--- src/rtl/operand_stack_ctrl.sv ---
// WebAssembly operand stack controller: TOS cached in a register,
// deeper entries spilled to a single-port synchronous-read RAM.
module operand_stack_ctrl #(
  parameter int WIDTH      = 64,
  parameter int DEPTH_BITS = 8
) (
  input  logic                  clk,
  input  logic                  reset,
  input  logic                  cmd_valid,
  output logic                  cmd_ready,
  input  logic [1:0]            cmd_op,
  input  logic [WIDTH-1:0]      cmd_data,
  output logic                  rsp_valid,
  output logic [WIDTH-1:0]      rsp_a,
  output logic [WIDTH-1:0]      rsp_b,
  output logic [DEPTH_BITS-1:0] mem_addr,
  output logic                  mem_we,
  output logic                  mem_re,
  output logic [WIDTH-1:0]      mem_wdata,
  input  logic [WIDTH-1:0]      mem_rdata,
  output logic [DEPTH_BITS:0]   depth,
  output logic [WIDTH-1:0]      result,
  output logic                  result_empty,
  output logic [3:0]            trap
);

  localparam logic [1:0] S_IDLE = 2'd0;
  localparam logic [1:0] S_NOS  = 2'd1;
  localparam logic [1:0] S_FILL = 2'd2;
  localparam logic [1:0] S_TRAP = 2'd3;

  localparam logic [1:0] OP_PUSH = 2'd1;
  localparam logic [1:0] OP_POP  = 2'd2;
  localparam logic [1:0] OP_POP2 = 2'd3;

  localparam logic [DEPTH_BITS:0] D_ZERO = '0;
  localparam logic [DEPTH_BITS:0] D_ONE  = (DEPTH_BITS+1)'(1);
  localparam logic [DEPTH_BITS:0] D_TWO  = (DEPTH_BITS+1)'(2);
  localparam logic [DEPTH_BITS:0] D_CAP  = {1'b1, {DEPTH_BITS{1'b0}}};

  logic [1:0]            r_state;
  logic [DEPTH_BITS:0]   r_depth;
  logic [WIDTH-1:0]      r_tos;
  logic                  r_rsp_valid;
  logic [WIDTH-1:0]      r_rsp_a;
  logic [WIDTH-1:0]      r_rsp_b;
  logic [3:0]            r_trap;

  logic                  w_accept;
  logic                  w_push;
  logic                  w_pop;
  logic                  w_pop2;
  logic                  w_ovf;
  logic                  w_unf;
  logic [DEPTH_BITS:0]   w_dm1;
  logic [DEPTH_BITS:0]   w_dm2;

  assign cmd_ready = (r_state == S_IDLE);
  assign w_accept  = cmd_valid & cmd_ready;
  assign w_push    = w_accept & (cmd_op == OP_PUSH);
  assign w_pop     = w_accept & (cmd_op == OP_POP);
  assign w_pop2    = w_accept & (cmd_op == OP_POP2);
  assign w_ovf     = w_push & (r_depth == D_CAP);
  assign w_unf     = (w_pop & (r_depth == D_ZERO))
                   | (w_pop2 & (r_depth < D_TWO));
  assign w_dm1     = r_depth - D_ONE;
  assign w_dm2     = r_depth - D_TWO;

  // After a POP2 the depth already excludes both operands, so in NOS
  // the next-deeper word sits at depth-1.
  always_comb begin
    mem_we    = 1'b0;
    mem_re    = 1'b0;
    mem_addr  = '0;
    mem_wdata = r_tos;
    if (w_push && !w_ovf && (r_depth != D_ZERO)) begin
      mem_we   = 1'b1;
      mem_addr = w_dm1[DEPTH_BITS-1:0];
    end else if ((w_pop && (r_depth > D_ONE)) || (w_pop2 && !w_unf)) begin
      mem_re   = 1'b1;
      mem_addr = w_dm2[DEPTH_BITS-1:0];
    end else if ((r_state == S_NOS) && (r_depth != D_ZERO)) begin
      mem_re   = 1'b1;
      mem_addr = w_dm1[DEPTH_BITS-1:0];
    end
  end

  always_ff @(posedge clk) begin
    if (reset) begin
      r_state     <= S_IDLE;
      r_depth     <= '0;
      r_tos       <= '0;
      r_rsp_valid <= 1'b0;
      r_rsp_a     <= '0;
      r_rsp_b     <= '0;
      r_trap      <= '0;
    end else begin
      r_rsp_valid <= 1'b0;
      case (r_state)
        S_IDLE: begin
          if (w_ovf) begin
            r_state <= S_TRAP;
            r_trap  <= 4'd1;
          end else if (w_unf) begin
            r_state <= S_TRAP;
            r_trap  <= 4'd2;
          end else if (w_push) begin
            r_tos   <= cmd_data;
            r_depth <= r_depth + D_ONE;
          end else if (w_pop) begin
            r_rsp_valid <= 1'b1;
            r_rsp_a     <= r_tos;
            r_rsp_b     <= '0;
            r_depth     <= w_dm1;
            if (r_depth > D_ONE) r_state <= S_FILL;
            else                 r_tos   <= '0;
          end else if (w_pop2) begin
            r_rsp_a <= r_tos;
            r_depth <= w_dm2;
            r_state <= S_NOS;
          end
        end
        S_NOS: begin
          r_rsp_valid <= 1'b1;
          r_rsp_b     <= mem_rdata;
          if (r_depth != D_ZERO) begin
            r_state <= S_FILL;
          end else begin
            r_tos   <= '0;
            r_state <= S_IDLE;
          end
        end
        S_FILL: begin
          r_tos   <= mem_rdata;
          r_state <= S_IDLE;
        end
        default: ;
      endcase
    end
  end

  assign rsp_valid    = r_rsp_valid;
  assign rsp_a        = r_rsp_a;
  assign rsp_b        = r_rsp_b;
  assign depth        = r_depth;
  assign result       = r_tos;
  assign result_empty = (r_depth == D_ZERO);
  assign trap         = r_trap;

endmodule

--- config.mk ---
export PLATFORM = sky130hd
export DESIGN_NAME = operand_stack_ctrl
export DESIGN_NICKNAME = d
export VERILOG_FILES = /design/src/rtl/operand_stack_ctrl.sv
export SDC_FILE = /design/constraint.sdc
export NUM_CORES = 1
export LEC_CHECK = 0
export ABC_AREA = 1
export BUFFER_PORTS_ARGS = -buffer_cell sky130_fd_sc_hd__buf_4
export CAP_MARGIN = 20
export CORE_AREA = 2 2 163 165
export CTS_CLUSTER_DIAMETER = 150
export DETAILED_ROUTE_END_ITERATION = 16
export DIE_AREA = 0 0 165 167
export PLACE_DENSITY = 0.69
export SLEW_MARGIN = 30
export SYNTH_ARGS = -nofsm -noshare
export SYNTH_HDL_FRONTEND = slang
export SYNTH_SLANG_ARGS = --single-unit
--- constraint.sdc ---
create_clock -name clk -period 2.1 [get_ports clk]
set_input_delay 0.315 -clock clk [delete_from_list [all_inputs] [get_ports clk]]
set_output_delay 0.315 -clock clk [all_outputs]
set_load 0.05 [all_outputs]
Yosys cells after proc, flatten, opt, wreduce, memory -nomap -nowiden
Cells that the tools add are included.
- input bits: 133
- word-level logic and storage cells: 100
- ROM bits: 0
- latch bits: 0
- register bits: 208
- memory bits (writable): 0
- output and inout port bits: 282
- memories kept: 0
- add/sub/neg operators: 3
- equality and inequality tests: 16
- multiply operators: 0
- reduce and logical (&&, ||, !) cells: 22
- div/mod/pow operators: 0
- shift operators: 0
- muxes and demuxes: 39
- bitwise operators: 11
- $lt $le $gt $ge: 2
- operator list (cell ; number):
    two-way mux 64 bit ; 12
    one-hot mux 64 bit (3 select lines) ; 1
    one-hot mux 64 bit (2 select lines) ; 1
    two-way mux 9 bit ; 3
    two-way mux 8 bit ; 3
    two-way mux 2 bit ; 7
    AND reduction 5 bit ; 2
    adder 9 x 1 -> 9 bit (second input constant) ; 1
    == test 9 bit (second input constant) ; 1
    > comparator 9 x 1 -> 1 bit (second input constant) ; 1
    zero test 9 bit ; 1
    less-than comparator 9 x 2 -> 1 bit (second input constant) ; 1
    nonzero test 9 bit ; 1
    subtractor 9 x 1 -> 9 bit (second input constant) ; 1
    subtractor 9 x 2 -> 9 bit (second input constant) ; 1
    two-way mux 1 bit ; 8
    two-way mux 4 bit ; 2
    != test 2 bit (second input constant) ; 4
    AND reduction 4 bit ; 2
    AND 1 bit ; 7
    == test 2 bit (second input constant) ; 3
    one-hot mux 2 bit (3 select lines) ; 1
    AND reduction 6 bit ; 1
    nonzero test 2 bit ; 3
    16 further kinds ; 25

Depth between registers and ports, before layout
Gate-level depths: netlist of the first run.
- depth after elaboration: 10
- depth in mapped cells: 15
- depth with buffers taken out: 14

Worst setup path after synthesis of the first run
No wires, ideal clock.
- kind: reg2out
- start point: register r_state[0]
- end point: output port mem_addr[5]
- setup slack: -1.728 ns
- arrival: 3.513 ns
- path buffers: 0
- required time: 1.785 ns
- cell stages (with the launch flop): 9
- path through: dfxtp_1 inv_1 ha_1 nand4_2 nor2_1 inv_1 nand4_1 inv_1 nor3_1
- cells in the longest elaborated chain, start to end: 10
- elaborated cells on any way between the ends: 21
- those cells by class: eq/ne (1); mux (3); bitwise (8); reduce/logical (9)
- RTL lines (what ; line ; source):
    from (decl) ; 41 ; logic [1:0] r_state;
    from (signal assigned) ; 90 ; r_state <= S_IDLE;
    from (signal assigned) ; 102 ; r_state <= S_TRAP;
    from (signal assigned) ; 105 ; r_state <= S_TRAP;
    zero test 2 bit * ; 58 ; assign cmd_ready = (r_state == S_IDLE);
    net cmd_ready ; 10 ; output logic cmd_ready,
    AND 1 bit * ; 59 ; assign w_accept = cmd_valid & cmd_ready;
    AND 1 bit (on tied branches) ; 61, 62 ;
    AND 1 bit (on tied branches) ; 64, 65 ;
    OR 1 bit ; 65 ; | (w_pop2 & (r_depth < D_TWO));
    zero test 1 bit ; 79 ; end else if ((w_pop && (r_depth > D_ONE)) || (w_pop2 && !w_unf)) begin
    logical AND 1 bit ; 79 ;
    logical OR 1 bit ; 79 ;
    two-way mux 8 bit ; 79 ;
    two-way mux 8 bit * ; 76 ; if (w_push && !w_ovf && (r_depth != D_ZERO)) begin
    to (decl) ; 16 ; output logic [DEPTH_BITS-1:0] mem_addr,
The timed path passes the listed nets; every way through them passes the cells marked *.

Final worst setup path of the first run
- start point: register r_state[0]
- end point: output port mem_addr[3]
- cells in the longest elaborated chain, start to end: 10
- elaborated cells on any way between the ends: 21
- those cells by class: eq/ne (1); mux (3); bitwise (8); reduce/logical (9)
- RTL lines (what ; line):
    zero test 2 bit ; 58
    AND 1 bit ; 59
    AND 1 bit (on tied branches) ; 61, 62
    AND 1 bit (on tied branches) ; 64, 65
    OR 1 bit ; 65
    zero test 1 bit ; 79
    logical AND 1 bit ; 79
    logical OR 1 bit ; 79
    two-way mux 8 bit ; 79
    two-way mux 8 bit * ; 76
Every way passes the cells marked *; elsewhere a longest branch is shown, timed or not.

==> impl_metrics.yaml, run 1 <==
timing:
  fin_crit_sh: 1.22
  drv_slew: 0
  setup_viol: 17
  final.setup.tns_ns: -3.65
  hold_violations: 0
  skew_ns: 0.0103
  rsz0062_at_grt: "true"
  layout_setup_ws_ns: -0.460
  timing.fmax_mhz: 391
  holdWs_ns: 0.0904
  tightest_slew_ns: 0.816
  post-route-min-period_ns: 2.56
  timing.slew.headroom: 0.456
cts:
  cts_tree: "yes"
  insertion_delay_ns: 0.51
  cts_num_sinks: 206
  clk_path_buf_depth: 3
  cts-root-buf: "clkbuf_16"
  cts_buffers: 24
  path_clk_slew_ns: 0.06
  htreeDepth: 1
worst_hold_path:
  hold_class: "primary input to flip-flop"
  whs_path_depth: 3
  hold_end: "rsp_b[6]$_SDFFE_PP0P_"
  hold_path_startpoint: "mem_rdata[6]"
cells_and_area:
  num-nets-final: 1866
  mostFrequentLayoutCells: "469 x buf_4, 195 x dfxtp_1, 188 x nor2_1"
  layout-drive-gt1-share: 0.422
  final_common_cell: "buf_4"
  num_antenna_cells: 0
  syn_to_final_growth_pct: 56.6
placed_design:
  hpwl_um: 26200
  port_buffers: 412
  gp_congestion: 0.945
critical_path:
  cp-end-kind: "output port"
  crit_buf_inv: 4
  crit_chain: "inv_2, ha_4, nand2_4, nor3_4, buf_4, nand3_4, nand4_1, buf_4, o211a_1, buf_6"
  worstPathRequired_ns: 1.78
  worstPathMaxFanout: 3
  r2r_slack_ns: -0.01
  reg2reg_from: "depth[0]$_SDFFE_PP0P_"
  cp_slowest_cell: "dfxtp_2"
  start_kind: "flip-flop"
  cp_top_family: "buffers and inverters"
  cpPeakStageDelay_ns: 0.32
  crit_type: "flip-flop to output port"
  reg2reg_depth: 14
  cpMostUsedCell: "buf_4"
  arrival_ns: 2.25
  reg2reg_to: "rsp_a[36]$_SDFFE_PP0P_"
pwr:
  power_density_nw_per_um2: 2120
  vdd_drop_max_mv: 1.80
  leakage_nw: 6.97
logic_synthesis:
  synth_flop_cell: "dfxtp_1"
  ys_async_sr_fraction: 0
  synthDistinctLibCells: 34
  syn-instance-count: 1333
  ys_seq_area_frac: 0.414
  synth-edff-count: 0
  avgSynthCellArea_um2: 7.47
  syn_area_um2: 9950
  ys_seq_elements: 206
  yosys_warnings: 0
die:
  initial_core_util: 0.386
  die_h_um: 167
  num_rows: 59
  boundaryPins: 415
  die_w_um: 165
  die-area_um2: 27600
  core_um2: 25800
grt:
  grt_pass1_wl_um: 56200
  grt_pass1_vias: 9935
  grt.total_usage: 0.257
  grt_antenna_before_repair: 0
  gr-total-overflow: 0
  grt_max_degree: 70
job:
  maxCapViolCount: 0
route:
  dr_total_vias: 11400
  route.final.wire_length_um: 43200
  drt-wirelength-per-cell_um: 20.9
  via_per_inst: 5.50
  drc: 0
  ant_nets: 0
  firstDrtPassIters: 5
  drt_iter0_drc: 1187
run_status:
  status: "finished with violations"
  violations: "setup timing"
routing by layer:
layer / GRT usage / vias to the layer above / share of wire
met5: 0 / - / 0
met4: 0.0866 / 0 / 0.031
met3: 0.0423 / 93 / 0.087
met2: 0.429 / 638 / 0.48
met1: 0.335 / 5384 / 0.40
li1: - / 5285 / -
area by class of cell:
type	count	area, um^2
fillers	2300	10200
repair inverters	1	11.3
inverters	38	170
flip-flops and latches	206	4150
clock buffers	35	723
well taps	335	419
repair buffers	543	4870
clock inverters	6	80.1
multi-input cells	908	5160
power breakdown:
group	switching, W	internal (W)
clock	0.00166	0.00261
combinational	0.0145	0.00801
sequential	0.00117	0.00503
total	0.0173	0.0156
how the worst max path moves through the flow:
stage                                  from                         end  cells after the start
global placement      depth[0]$_SDFFE_PP0P_  mem_wdata[38]$_SDFFE_PP0P_                     14
detailed placement  r_state[0]$_SDFFE_PP0P_      rsp_a[53]$_SDFFE_PP0P_                     13
finish              r_state[0]$_SDFFE_PP0P_                 mem_addr[3]                     10
CTS                 r_state[0]$_SDFFE_PP0P_                 mem_addr[3]                     10
floorplan           r_state[1]$_SDFFE_PP0P_                 mem_addr[5]                      8
global route        r_state[0]$_SDFFE_PP0P_                 mem_addr[3]                     10
Yosys cell counts (2+ instances only):
cell type,n,share of area
nand2_1,197,0.074
o21ai_1,44,0.022
o21ai_0,32,0.016
xnor2_1,2,0.0018
nor3_2,2,0.0020
nand4_1,70,0.044
nand3_1,79,0.040
inv_2,6,0.0023
clkbuf_1,39,0.015
ha_1,11,0.014
xor2_1,11,0.0097
nor2_4,3,0.0034
o221ai_1,2,0.0018
a32oi_1,64,0.056
nor2_1,230,0.087
buf_6,15,0.017
buf_2,37,0.019
nand2_2,4,0.0025
buf_1,11,0.0041
o211a_1,2,0.0020
dfxtp_1,206,0.41
nor3_1,2,0.0010
a21oi_1,143,0.072
inv_1,31,0.012
nor2_2,2,0.0013
buf_4,80,0.060
worst min-delay path, delay by kind of cell:
kind / cells / cell delay, ns
AOI/OAI and AO/OA: 1 / 0.05
buffers and inverters: 1 / 0.12
and+or+nand+nor: 1 / 0.07
state kept, by name, summed over array words and instances (netlist names):
signal     cells
mem_wdata     64
rsp_valid      1
rsp_b         64
depth          9
rsp_a         64
r_state        2
trap           2
cell families after synthesis:
family	after synthesis	share of synthesized area
flops	206	0.414
xor+xnor	13	0.0114
compound gates	289	0.172
fa+ha+maj	11	0.0138
simple gates	593	0.259
buf+inv	220	0.129
other cells	1	0.000377
repair_timing:
action                                  in CTS  in global routing
endpoints found under the setup margin      45                191
hold buffers                                 0                  0
gates resized for setup                     51                138
buffers inserted                             8                 15
cloned                                       0                 26
pin swaps                                   18                 15
metrics by stage:
step,cell area [um^2],power (W),setup slack (ns),cells,util
2_1_floorplan,10100,0.0197,-0.267,1334,-
3_3_place_gp,13400,0.0248,-0.0173,1982,0.519
3_5_place_dp,13400,0.0249,-0.0278,1982,0.519
4_1_cts,14400,0.0296,-0.421,2031,0.560
5_1_grt,15600,0.0344,-0.534,2072,0.605
6_report,15600,0.0330,-0.460,2072,0.605
Power figures use the tool's default switching activity.
==> run 2, diff against run 1 <==
Settings changed: REMOVE_ABC_BUFFERS set to 1.
Clock period 2.1 ns to 2.2 ns, I/O delays scaled along.
==> run 2 against run 1 <==
The run still ends with setup timing left. Count of clock-buffer cells in the layout is 1 lower. Hold slack about the same. Combinational power shrank 11%. Non-clock buffer count fell by 5. Sequential share of layout area grew 0.59 points. Routed wire length shrank 2.4%. First-iteration DRC count shrank 4.4%. Critical path depth stayed put. Critical endpoint is now mem_addr[6]. Global-route usage increased by 1.5 points.
==> impl_metrics.yaml, run 2 (synthesis gave the netlist of run 1 again) <==
die:
  initial_core_util: 0.386
  die_w_um: 165
  boundaryPins: 415
  num_rows: 59
  die-area_um2: 27600
  core_um2: 25800
  die_h_um: 167
cells_and_area:
  layout-drive-gt1-share: 0.393
  final_util: 0.590
  num-nets-final: 1860
  num_antenna_cells: 0
  syn_to_final_growth_pct: 52.7
  n_fill_cell: 2322
  mostFrequentLayoutCells: "471 x buf_4, 207 x nor2_1, 198 x dfxtp_1"
  final_common_cell: "buf_4"
cts:
  cts_buffers: 24
  cts_num_sinks: 206
  htreeDepth: 1
  path_clk_slew_ns: 0.06
  cts-root-buf: "clkbuf_16"
  clk_path_buf_depth: 3
  insertion_delay_ns: 0.52
  ctsHoldBuffers: 0
  cts_tree: "yes"
critical_path:
  worstPathRequired_ns: 1.87
  reg2reg_depth: 14
  arrival_ns: 2.27
  crit_chain: "inv_2, ha_4, buf_4, nand4_4, nor2_2, inv_1, nand4_1, inv_2, nor3_2, buf_6"
  cp_top_family: "simple AND/OR/NAND/NOR gates"
  cpMostUsedCell: "inv_2"
  path_depth: 10
  crit_buf_inv: 5
  cpPeakStageDelay_ns: 0.33
  worstPathMaxFanout: 5
  cp-end-kind: "output port"
  crit_type: "flip-flop to output port"
  cp_slowest_cell: "dfxtp_2"
  start_kind: "flip-flop"
route:
  drt-wirelength-per-cell_um: 20.4
  drt_iter0_drc: 1135
  drc: 0
  via_per_inst: 5.44
  ant_nets: 0
  firstDrtPassIters: 5
  dr_total_vias: 11300
  route.final.wire_length_um: 42200
run_status:
  violations: "setup timing"
  status: "finished with violations"
pwr:
  leakage_nw: 6.86
  power_density_nw_per_um2: 1970
  vdd_drop_max_mv: 1.48
  finalPower_w: 0.0300
placed_design:
  gp_congestion: 0.933
  port_buffers: 412
  pre_cts_slack_ns: -0.113
  hpwl_um: 25300
job:
  maxCapViolCount: 0
timing:
  drv_slew: 0
  setup_viol: 9
  timing.fmax_mhz: 385
  timing.slew.headroom: 0.404
  hold_violations: 0
  post-route-min-period_ns: 2.60
  layout_setup_ws_ns: -0.395
  rsz0062_at_grt: "true"
  skew_ns: 0.0167
  tightest_slew_ns: 0.895
  fin_crit_sh: 1.18
grt:
  grt_antenna_before_repair: 0
  gr-total-overflow: 0
  grt_max_degree: 70
  grt_pass1_vias: 10000
  grt_pass1_wl_um: 58500
  grt.total_usage: 0.272
worst_hold_path:
  hold_class: "primary input to flip-flop"
  whs_path_depth: 3
[run 2: changes by cell type in the layout (fill, tap and decap cells not counted), moves of 4 or more]
cell	previous run	this run
dfxtp_4	4	0
o21ai_1	57	47
nand3_4	5	1
a21oi_1	114	128
buf_16	4	11
a21oi_2	27	15
o21ai_0	18	24
o21ai_2	1	5
buf_8	8	3
nor2_1	188	207
nor2_4	19	8
clkbuf_16	43	32
nor2_2	28	20
[run 2: tightest hold or removal path, cell delays in order]
cell	delay, ns
buf_4	0.11
nand4_1	0.07
a21oi_1	0.05
[run 2: final timing paths]
path	from	to	slack, ns
setup / recovery	r_state[1]$_SDFFE_PP0P_	mem_addr[6]	-0.40
hold / removal	mem_rdata[47]	rsp_b[47]$_SDFFE_PP0P_	0.09
setup reg to reg	r_state[1]$_SDFFE_PP0P_	rsp_a[49]$_SDFFE_PP0P_	0.05
hold reg to reg	rsp_b[4]$_SDFFE_PP0P_	rsp_b[4]$_SDFFE_PP0P_	0.46
[run 2: power breakdown]
group          switching (W)  internal (W)  total [W]
Combinational         0.0132       0.00683     0.0200
Sequential           0.00105       0.00479    0.00584
Clock                0.00162       0.00250    0.00412
Total                 0.0159        0.0141     0.0300
[run 2: area by class of cell]
class / count / area, um^2 / share of cell area
flip-flops and latches: 206 / 4130 / 0.272
repair buffers: 538 / 4770 / 0.314
clock buffers: 34 / 678 / 0.0446
well taps: 335 / 419 / 0.0276
inverters: 38 / 158 / 0.0104
multi-input cells: 908 / 4890 / 0.322
clock inverters: 10 / 139 / 0.00914
[run 2: through the flow]
stage / std cells / setup TNS (ns) / hold WS (ns) / cell area [um^2]
after floorplan: 1152 / -390.05 / 0.399 / 8810
after global placement: 1973 / -0.0245 / 0.453 / 13100
after detailed placement: 1973 / -0.609 / 0.455 / 13100
after CTS: 2052 / -56.08 / 0.0796 / 14800
after global routing: 2069 / -5.91 / 0.0896 / 15200
final: 2069 / -3.24 / 0.0905 / 15200
[run 2: what timing repair did]
item / 4_1_cts / 5_1_grt
setup buffers: 25 / 13
pin swaps: 26 / 14
cloned: 10 / 9
gates resized for setup: 120 / 41
setup endpoints to repair: 46 / 217
[run 2: per-layer routing]
| metal | global-route usage | share of wire | up-vias |
|---|---|---|---|
| met4 | 0.122 | 0.042 | 0 |
| met2 | 0.448 | 0.48 | 592 |
| li1 | - | - | 5265 |
| met3 | 0.0431 | 0.083 | 95 |
| met1 | 0.348 | 0.40 | 5312 |
| met5 | 0 | 0 | - |
